<file path="config.mk">
export PLATFORM = sky130hd
export DESIGN_NAME = rgb_seq_ctrl
export DESIGN_NICKNAME = d
export VERILOG_FILES = /design/src/rtl/rgb_seq_ctrl.sv
export SDC_FILE = /design/constraint.sdc
export NUM_CORES = 1
export LEC_CHECK = 0
export BUFFER_PORTS_ARGS = -buffer_cell sky130_fd_sc_hd__buf_4
export CAP_MARGIN = 20
export CORE_MARGIN = 4
export CORE_UTILIZATION = 45
export CTS_CLUSTER_DIAMETER = 200
export CTS_CLUSTER_SIZE = 16
export DETAILED_ROUTE_END_ITERATION = 6
export PLACE_DENSITY = 0.67
export SYNTH_ARGS = -nofsm -noshare
export SYNTH_HDL_FRONTEND = slang
export SYNTH_SLANG_ARGS = --single-unit
</file>
<file path="constraint.sdc">
create_clock -name clk -period 2.3 [get_ports clk]
set_input_delay 0.46 -clock clk [delete_from_list [all_inputs] [get_ports clk]]
set_output_delay 0.46 -clock clk [all_outputs]
set_load 0.005 [all_outputs]
</file>
<file path="src/rtl/rgb_seq_ctrl.sv">
// rgb_seq_ctrl: 7-colour palette sequencer for the board RGB LED path. Optional cross-fade via `define RGB_SEQ_FADE_EN.
// Latency: step_pulse_i is registered, then accepted on the next edge; the colour loads at once or fades at tick rate.
// Backpressure: none upstream. During a fade one step is held pending and further steps are dropped.
module rgb_seq_ctrl #(
  parameter int TICK_DIV   = 1000000,
  parameter int AUTO_DWELL = 200
) (
  input  logic        clk,
  input  logic        nrst,
  input  logic        step_pulse_i,
  input  logic        dir_i,
  input  logic        auto_en_i,
  output logic [2:0]  color_idx_o,
  output logic [23:0] color_out_o,
  output logic        busy_o,
  output logic        tick_out_o
);

  localparam int PW = $clog2(TICK_DIV);
  localparam int DW = $clog2(AUTO_DWELL + 1);
  localparam logic [PW-1:0] PRE_LAST = PW'(TICK_DIV - 1);
  localparam logic [PW-1:0] PRE_TICK = PW'(TICK_DIV - 2);
  localparam logic [DW-1:0] DW_LAST  = DW'(AUTO_DWELL - 1);

  function automatic logic [23:0] palette(input logic [2:0] i);
    case (i)
      3'd0:    return 24'h7F0000;
      3'd1:    return 24'h7F5200;
      3'd2:    return 24'h7F7F00;
      3'd3:    return 24'h007F00;
      3'd4:    return 24'h00007F;
      3'd5:    return 24'h250041;
      3'd6:    return 24'h774177;
      default: return 24'h7F0000;
    endcase
  endfunction

  // Mod-7 index step; 7 is never produced.
  function automatic logic [2:0] idx_step(input logic [2:0] i, input logic fwd);
    if (fwd) return (i == 3'd6) ? 3'd0 : i + 3'd1;
    return (i == 3'd0) ? 3'd6 : i - 3'd1;
  endfunction

  logic [PW-1:0] presc_q;
  logic          tick_q;
  logic [DW-1:0] dwell_q;
  logic          step_q;
  logic          dir_q;
  logic [2:0]    idx_q;
  logic [23:0]   color_q;
  logic          hold;
  logic          auto_fire;
  logic          take;
  logic          take_dir;
  logic [2:0]    nxt_idx;

`ifdef RGB_SEQ_FADE_EN
  typedef enum logic {S_HOLD, S_FADE} state_t;
  state_t        state_q;
  logic          pend_q;
  logic          pend_dir_q;
  logic          busy_q;
  logic [23:0]   target;
  logic [23:0]   faded;
`endif

  // Free-running prescaler; tick is registered so it is high while the count sits at TICK_DIV-1.
  always_ff @(posedge clk or negedge nrst) begin
    if (!nrst) begin
      presc_q <= '0;
      tick_q  <= 1'b0;
    end else begin
      presc_q <= (presc_q == PRE_LAST) ? '0 : presc_q + PW'(1);
      tick_q  <= (presc_q == PRE_TICK);
    end
  end

  // Register the step request and its direction together so dir is sampled with the step.
  always_ff @(posedge clk or negedge nrst) begin
    if (!nrst) begin
      step_q <= 1'b0;
      dir_q  <= 1'b1;
    end else begin
      step_q <= step_pulse_i;
      dir_q  <= dir_i;
    end
  end

  // Decide whether a step is taken this cycle; a pending step wins over a new pulse or dwell expiry.
  always_comb begin
`ifdef RGB_SEQ_FADE_EN
    hold = (state_q == S_HOLD);
`else
    hold = 1'b1;
`endif
    auto_fire = hold && auto_en_i && tick_q && (dwell_q == DW_LAST);
    take      = 1'b0;
    take_dir  = dir_q;
    if (hold && (step_q || auto_fire)) take = 1'b1;
`ifdef RGB_SEQ_FADE_EN
    if (hold && pend_q) begin
      take     = 1'b1;
      take_dir = pend_dir_q;
    end
    target = palette(idx_q);
    faded  = {ch_step(color_q[23:16], target[23:16]),
              ch_step(color_q[15:8],  target[15:8]),
              ch_step(color_q[7:0],   target[7:0])};
`endif
    nxt_idx = idx_step(idx_q, take_dir);
  end

`ifdef RGB_SEQ_FADE_EN
  // Move one channel a single unit toward its target.
  function automatic logic [7:0] ch_step(input logic [7:0] c, input logic [7:0] t);
    if (c < t) return c + 8'd1;
    if (c > t) return c - 8'd1;
    return c;
  endfunction
`endif

  // Sequencer FSM: index, colour word, dwell counter and (with fade) state/pending/busy.
  always_ff @(posedge clk or negedge nrst) begin
    if (!nrst) begin
      idx_q      <= 3'd0;
      color_q    <= 24'h7F0000;
      dwell_q    <= '0;
`ifdef RGB_SEQ_FADE_EN
      state_q    <= S_HOLD;
      pend_q     <= 1'b0;
      pend_dir_q <= 1'b0;
      busy_q     <= 1'b0;
`endif
    end else begin
      if (take || !auto_en_i || !hold) dwell_q <= '0;
      else if (tick_q)                 dwell_q <= dwell_q + DW'(1);
      if (take) idx_q <= nxt_idx;
`ifdef RGB_SEQ_FADE_EN
      case (state_q)
        S_HOLD: begin
          if (take) begin
            state_q <= S_FADE;
            busy_q  <= 1'b1;
          end
          // A pulse arriving with the pending step takes its place in the pending slot.
          if (pend_q) begin
            pend_q <= step_q;
            if (step_q) pend_dir_q <= dir_q;
          end
        end
        S_FADE: begin
          if (tick_q) begin
            color_q <= faded;
            if (faded == target) begin
              state_q <= S_HOLD;
              busy_q  <= 1'b0;
            end
          end
          if (step_q && !pend_q) begin
            pend_q     <= 1'b1;
            pend_dir_q <= dir_q;
          end
        end
        default: state_q <= S_HOLD;
      endcase
`else
      if (take) color_q <= palette(nxt_idx);
`endif
    end
  end

  assign color_idx_o = idx_q;
  assign color_out_o = color_q;
  assign tick_out_o  = tick_q;
`ifdef RGB_SEQ_FADE_EN
  assign busy_o      = busy_q;
`else
  assign busy_o      = 1'b0;
`endif

endmodule
</file>
# Yosys cells after proc, flatten, opt, wreduce, memory -nomap -nowiden
# Index checks and enable logic that the tools add are counted.
# totals
inputBits	5
output_inout_bits	29
register_bits	58
# op_classes
eq_ne	10
muxes	10
n_reduce_logical	7
addsub	4
# op_table
op	n
$pmux 23 s6	1
$eq 20x20->1 const B	2
$add 20x1->20 const B	1
$mux 20	1
$mux 8	2
$eq 3x3->1 const B	4
$mux 3	4
$add 8x1->8 const B	1
$eq 8x8->1 const B	1
$eq 3x2->1 const B	2
$add 3x1->3 const B	1
$eq 3x1->1 const B	1
$logic_not 3->1	1
$sub 3x1->3 const B	1
$logic_and 1x1->1	2
$logic_or 1x1->1	2
$mux 1	2
$reduce_bool 2->1	1
$logic_not 1->1	1

# Depth between registers and ports, before layout
# Gate-level depths: netlist of the first run.
# depth
word_depth	6
ltp_mapped	8
mapped_depth_nobuf	7

# Worst setup path before layout of the first run
# OpenSTA, ideal clock, no wires.
# synth_path
path_type	register to register
from	register idx_q[0], in the netlist color_idx_o[0]
to	register color_q[6], in the netlist color_out_o[6]
path_stages_with_launch	8
required_time_ps	2175
path_slack_ps	264
setup_ps	125
t_arrival_ps	1911
period_less_slack_ps	2036
cell_sequence	dfrtp_1 > inv_1 > ha_1 > and3_2 > or3_1 > buf_6 > o221a_1 > mux2_2
# synth_via
elab_chain_cells	6
# synth_lines
item	line	source
from (decl)	49	logic [2:0] idx_q;
from (signal assigned)	137	if (take) idx_q <= nxt_idx;
$add 3x1->3 / $eq 3x3->1 (equally long branches)	40	if (fwd) return (i == 3'd6) ? 3'd0 : i + 3'd1;
$mux 3 (2 in series)	40	
$mux 3 *	41	return (i == 3'd0) ? 3'd6 : i - 3'd1;
$eq 3x3->1 (tied with other cells)	26	case (i)
$pmux 23 s6 *	26	
to (signal assigned)	167	if (take) color_q <= palette(nxt_idx);
to (decl)	50	logic [23:0] color_q;
# Mark *: on every way between the ends. The rest lies on a longest branch, timed or not. The select of a mux whose other input is x is not followed.
# A chain may end at the register's enable or synchronous reset.

# Worst setup path in the final report of the first run
# layout_path
from	register idx_q[1], in the netlist color_idx_o[1]
to	register color_q[6], in the netlist color_out_o[6]
# Same word-level chain as after synthesis.

==> impl.org, run 1 <==
** Status
- Result of the run :: completed

** Floorplan
- Measured along the x axis, the die boundary spans 78.9 µm.
- Vertical extent of the die :: 78.9 µm
- Cell Rows :: 25
- In this run the count of I/O pins placed on the die edge is 34.
- For this configuration, the core starts out at a cell density of 0.473.
- The region available for standard cell placement spans 4790 µm².
- The die covers 6230 µm².

** Final layout
- The area growth from synthesis to layout is 14.0%.
- With fillers left out, the area of the finished cells amounts to 2580 µm².
- Nets :: 260
- In the final layout, the share of cells above drive strength 1 is 0.211.
- The library cell used most frequently in the layout, excluding fill and tap cells, is dfrtp_1.
- Number of diodes :: 0
- The top cell types in the final layout, fill and taps aside, are dfrtp_1 (40), buf_4 (32), nor2_1 (28).
- Number of cells in the finished layout apart from fillers :: 314
- Once layout is complete, the utilization of the core stands at 0.539.
- Sequential cell area in the final layout :: 1110 µm²
- The multi-input combinational cells in the finished layout cover a total of 1010 µm².
- The filler cells instantiated in the layout total 440.

** Global routing
- Global-route usage over all layers :: 0.141
- Met2 track demand over resource :: 0.225
- Vias in the first global route :: 1504
- First-pass GRT wire length :: 7.04 mm
- The number of antenna violations at the first check in global routing is 0.
- For met1 alone, demand over resource in global routing was 0.185.
- In the global route stage, met3 resource usage came out at 0.0397.
- Remaining global-route overflow :: 0
- Top Usage Layer GRT :: met2
- Maximum number of pins on one net before global-route repair :: 45

** Logic synthesis
- The biggest area contributor in the post-synthesis netlist is dfrtp_1.
- Synthesized instance count :: 223
- Combined area of all synthesized cells :: 2260 µm²
- The share of synthesized area in the top cell type comes to 0.442.
- Average size of a mapped cell :: 10.1 µm²
- In the synthesized netlist the async set-or-reset flop fraction comes to 1.00.
- Largest cells by area after synthesis :: dfrtp_1 (44%), xor2_1 (5.4%), buf_4 (5.0%)
- Number of flops mapped to enable cells by yosys :: 0
- Of the synthesized area, sequential elements account for 0.489.
- Most used flip-flop cell after synthesis :: dfrtp_1
- Number of different library cells in the post-synthesis netlist :: 42
- FF+latch count, synth :: 44
- The Yosys step of the flow raised 0 warnings.

** Worst setup path
- On the worst path, the slowest cell contributes a delay of 0.48 ns.
- The critical path in this run is classified as reg2reg.
- Depth of the worst register-to-register path :: 7
- The signal on the critical path passes through inv_1, ha_1, nand2b_1, nor2_1, or3_1, o221a_1, mux2_2.
- Kind of end point of the critical path :: flip-flop
- Cell with the biggest individual delay on the critical path :: or3_1
- WP data required :: 2.48 ns
- The worst setup path is launched from a flip-flop.
- Data on the critical path arrives at its endpoint at 2.20 ns.
- Largest fanout on the critical path :: 8

** Place
- Timing analysis after detailed placement gives a worst setup slack of 0.288 ns.
- The placed instances occupy a cell area of 2460 µm².
- Once detailed placement completed, the half-perimeter wirelength came to 2.84 mm.
- The congestion estimate from routability-driven global placement came to 0.852.
- Input and output buffers added on the ports amount to 29.
- Counting tap cells, the placed design contains a total of 306 instances.

** Clock tree
- Post-CTS resize count :: 0
- Postcts setup bufs :: 0
- Counting every sink on the clock net gives 44.
- TritonCTS built the clock tree.
- Number of buffers added to fix hold violations after cts :: 0
- Insertion delay to the later sink of the worst-skew pair :: 0.29 ns
- Clock slew at the register clock pins of the worst setup and hold paths :: 0.09 ns
- Root Driver :: clkbuf_8
- Number of buffers inserted during clock tree synthesis :: 5
- Number of levels the H-tree was split into :: 2
- Clock Path Buffers :: 2

** Power and ir drop
- For this design the ratio of total power to cell area is 952 nW/µm².
- Power, Total :: 2.46 mW
- VDD sags by at most 0.345 mV.
- For this design the static power due to leakage is 1.20 nW.

** STA
- Final max-slew violation count :: 0
- Across the routed clock network, the largest skew measured is 0.00744 ns.
- Unrepaired setup endpoints after global routing :: no
- Hold WS :: 0.147 ns
- Headroom to the max-slew limit came out at 0.606.
- Max Clock Freq :: 494 MHz
- Tightest Pin Transition :: 0.586 ns
- After layout, the worst setup slack is 0.276 ns.
- Final Cycle Share :: 0.880
- Final setup violation count :: 0
- Summed over all failing endpoints, the final setup total negative slack is 0 ns.
- For the finished layout, the period the worst path requires is 2.02 ns.
- The hold violation total from the final report came to 0.

** Routing
- Vias after detailed routing :: 1525
- Drt via density :: 4.86
- Count of TritonRoute iterations in the first routing pass :: 4
- In the final routed layout, each cell accounts on average for 12.3 µm.
- The final layout contains routed wiring with a total length of 3.88 mm.
- The first routing iteration left 38 violations.
- Total DRC errors in the routed layout :: 0
- Residual antenna-violating net count after detailed routing :: 0

** Job
- Across the run, the number of max-cap violations was 0.

** Min path
- Hold Crit Class :: in2async
-- per-layer routing --
| layer | vias to the layer above | wire [µm] |
|---|---|---|
| li1 | 786 | - |
| met1 | 705 | 1920 |
| met2 | 30 | 1690 |
| met3 | 4 | 210 |
| met4 | 0 | 52 |
| met5 | - | 0 |
-- cells by family (layout without fill, tap and decap cells) --
group           count (synthesis)  in the layout  synth area share
flops                          44             44             0.489
other cells                     1              4           0.00166
xor+xnor                       24             24            0.0929
buf+inv                        26             47            0.0719
mux                             5              5            0.0232
fa+ha+maj                       9              9            0.0498
simple gates                   92             92             0.202
compound gates                 22             22            0.0702
-- critical path, delay by kind of cell (launching register included) --
family                     cells  cell delay (ns)
DFF                            1             0.41
and+or+nand+nor                3             0.61
muxes                          1             0.26
AOI/OAI and AO/OA              1             0.31
buffers and inverters          1             0.12
adders and majority gates      1             0.20
-- flip-flops by register name, indices dropped and copies added, names as in the netlist --
signal,count
color_idx_o,3
presc_q,20
tick_out_o,1
step_q,1
color_out_o,10
dir_q,1
dwell_q,8
-- power breakdown --
part	internal, mW	switching [mW]	total, mW
clock	0.327	0.266	0.593
combinational	0.457	0.400	0.857
sequential	0.904	0.104	1.01
total	1.69	0.769	2.46
-- Yosys cell counts, types with 2 or more instances --
master and instances:
clkbuf_1 2, nand4_1 8, xor2_1 14, a21oi_1 5, mux2_2 2, and3_1 2
inv_1 7, nor3_1 5, o31ai_1 4, o21ai_0 4, nor2b_1 2, nand2b_1 3
xnor2_1 10, a21o_1 2, nand3_1 9, a211oi_1 2, dfstp_2 4, nor4_1 2
nor2_1 28, or3_1 3, ha_1 9, buf_4 15, mux2i_1 3, nand2_1 21
dfrtp_1 40
-- final timing paths --
check	from	to	slack, ns
setup / recovery	color_idx_o[1]	color_out_o[6]	0.28
hold / removal	nrst	dwell_q[6]	0.15
setup reg to reg	color_idx_o[1]	color_out_o[6]	0.28
hold reg to reg	step_q	dwell_q[2]	0.48
max in group asynchronous	nrst	dir_q	1.77
min in group clk	step_pulse_i	step_q	0.27
-- layout make-up --
class | instances | share of cell area
clock buffers | 5 | 0.0267
clock inverters | 3 | 0.0179
inverters | 7 | 0.0102
multi-input cells | 156 | 0.391
flip-flops and latches | 44 | 0.429
well taps | 67 | 0.0325
repair buffers | 32 | 0.0931
No activity file was read; power rests on OpenSTA's default activity.
==> inputs of run 2 (changes only) <==
- CORE_UTILIZATION: 45 -> 55
- PLACE_DENSITY: 0.67 -> 0.79
==> impl.org, run 2 (same netlist as run 1, synthesis figures left out) <==
** Floorplan
- The die covers 5210 µm².
- In this run the standard cell core region covers 4000 µm².
- From bottom edge to top edge, the die measures 72.2 µm.
- Measured along the x axis, the die boundary spans 72.2 µm.
- Starting utilization of the core area :: 0.566
- The floorplan has 23 rows.
- Pin placement for this block handled 34 I/O pins.

** Clock tree
- Gates resized during post-CTS repair numbered 0.
- Num Clock Sinks :: 44
- Root Driver :: clkbuf_8
- The H-tree was split into 2 levels.
- The number of hold buffers added after CTS was 0.
- Counting the buffers created by CTS gives 5.
- For the worst-skew pair, the clock arrives at the later sink with an insertion delay of 0.30 ns.
- The clock passes through at most 2 buffers.
- TritonCTS built the clock tree.
- Clock-pin slew was measured on the worst setup and hold paths at 0.09 ns.
- Postcts setup bufs :: 0

** Worst setup path
- The largest single stage delay on the critical path is 0.46 ns.
- The critical path is of the reg2reg type.
- Of all nets on the critical path, the largest fanout is 8.
- WP data required :: 2.49 ns
- Traced cell by cell, the critical path runs through inv_1, ha_1, nand2b_1, nor2_1, or3_1, o221a_1, mux2_2.
- Buffers & Inverters on Critical Path :: 1
- STA classifies the critical path endpoint as a flip-flop.
- Crit path max-delay family :: simple AND/OR/NAND/NOR gates
- Cell with the biggest individual delay on the critical path :: or3_1
- Type of element launching the critical path :: flip-flop
- Data on the critical path arrives at its endpoint at 2.17 ns.

** Routing
- Number of DRC markers in iteration 0 :: 90
- Aggregate routed wire length :: 4.07 mm
- Once detail routing completed, the nets flagged for antenna violations numbered 0.
- Routed length per placed instance :: 13.7 µm
- Count of TritonRoute iterations in the first routing pass :: 4
- The routed layout has 1596 vias.
- Drt via density :: 5.36
- Total DRC errors in the routed layout :: 0

** Power and ir drop
- Highest ir drop seen on vdd :: 0.458 mV
- The analysis attributes to net switching a power of 0.773 mW.
- Of the total power, the clock network draws 0.200.
- Internal Dissipation :: 1.59 mW
- Flop pwr share :: 0.427
- Power spread over the standard cell area amounts to 930 nW/µm².
- Sw Share :: 0.328
- Static leakage :: 1.20 nW
- Combinational group share of total power :: 0.372

** STA
- Final hold vios :: 0
- Final critical path time including I/O delays and setup :: 1.98 ns
- For the final routed database, the setup TNS stands at 0 ns.
- Final max-slew violation count :: 0
- Across all hold checks on the routed design, the worst slack comes to 0.142 ns.
- Final Cycle Share :: 0.863
- Setup violations remaining at the end of the flow were counted as 0.
- Max Clock Freq :: 504 MHz
- Normalized max-slew margin :: 0.545
- After layout, the worst setup slack is 0.316 ns.
- For the pin with the worst max-slew slack, the measured transition is 0.676 ns.
- Unrepaired setup endpoints after global routing :: no
- For the final database, setup skew stands at 0.00903 ns.

** Global routing
- In the global route stage, overall resource usage came out at 0.174.
- Vias in the first global route :: 1522
- Entering global routing, the biggest net connects 45 pins.
- First-pass GRT wire length :: 7.05 mm
- The number of antenna violations at the first check in global routing is 0.
- Global routing finished with a remaining overflow of 0.

** Place
- At the placement stage, the worst setup path has a slack of 0.318 ns.
- The wire-length estimate of the detail-placed layout is 2.99 mm.
- Buffers placed on the I/O ports in this run total 29.
- Placed instance area :: 2450 µm²
- Final GP Congestion :: 0.783

** Final layout
- The repair_antennas step left the layout with diodes totalling 0.
- Commonest cells after routing, fill and taps aside :: dfrtp_1 (40), buf_4 (33), nor2_1 (28)
- After routing the design area is 2540 µm².
- Of the cells placed in the final design, the portion with a size suffix greater than 1 is 0.210.
- Most common cell after layout, fill and taps aside :: dfrtp_1
- Relative to the synthesized area, the layout overhead comes to 12.1%.
- Ranked by flip-flop count, first place goes to presc_q.
- Number of flip-flops under the largest register name :: 20
- Nets :: 261

** Status
- Result of the run :: completed

** Min path
- Hold Crit Class :: in2async

** Job
- Maximum capacitance violations :: 0
## run 2: cell types whose count changed in the layout (fill, tap and decap cells not counted)
cell	before	now
bufinv_16	1	0
a21oi_1	4	5
clkinvlp_4	1	0
a21oi_2	1	0
clkinv_2	0	2
clkinv_4	0	1
inv_6	1	0
buf_4	32	33
## run 2: power groups by stage
stage | clock network, mW | registers, mW | logic, mW
4_1_cts | 0.492 | 1.01 | 0.890
3_5_place_dp | 0 | 1.02 | 0.888
2_1_floorplan | 0 | 1.03 | 0.571
6_report | 0.473 | 1.01 | 0.878
3_3_place_gp | 0 | 1.01 | 0.861
5_1_grt | 0.529 | 1.03 | 0.966
## run 2: worst paths after layout
| check | from | end | slack (ns) | cells after the start |
|---|---|---|---|---|
| max in group asynchronous | nrst | dir_q | 1.78 | 1 |
| worst max-delay path | color_idx_o[1] | color_out_o[6] | 0.32 | 7 |
| worst max register to register | color_idx_o[1] | color_out_o[6] | 0.32 | 7 |
| worst min-delay path | nrst | presc_q[10] | 0.14 | 1 |
| min in group clk | step_pulse_i | step_q | 0.27 | 1 |
| worst min register to register | step_q | dwell_q[2] | 0.47 | 1 |
## run 2: metal layers
| metal | vias to the layer above | wire length (µm) | part of all wire | global-route usage |
|---|---|---|---|---|
| li1 | 786 | - | - | - |
| met1 | 758 | 1800 | 0.44 | 0.221 |
| met2 | 43 | 1970 | 0.49 | 0.286 |
| met3 | 9 | 215 | 0.053 | 0.0332 |
| met4 | 0 | 78 | 0.019 | 0.0793 |
| met5 | - | 0 | 0 | 0 |
## run 2: area by class of cell
type                            instances  area (µm²)
Sequential cell                        44        1110
Fill cell                             316        1460
Multi-Input combinational cell        156        1010
Timing Repair Buffer                   33         248
Clock inverter                          3        18.8
Clock buffer                            5        68.8
Inverter                                7        26.3
Tap cell                               50        62.6
## run 2: metrics by stage
step                      power, mW  utilization  cells
after global routing           2.52        0.634    298
after CTS                      2.39        0.634    298
after global placement         1.87        0.612    290
after detailed placement       1.91        0.612    290
after floorplan                1.60            -    226
final                          2.36        0.634    298
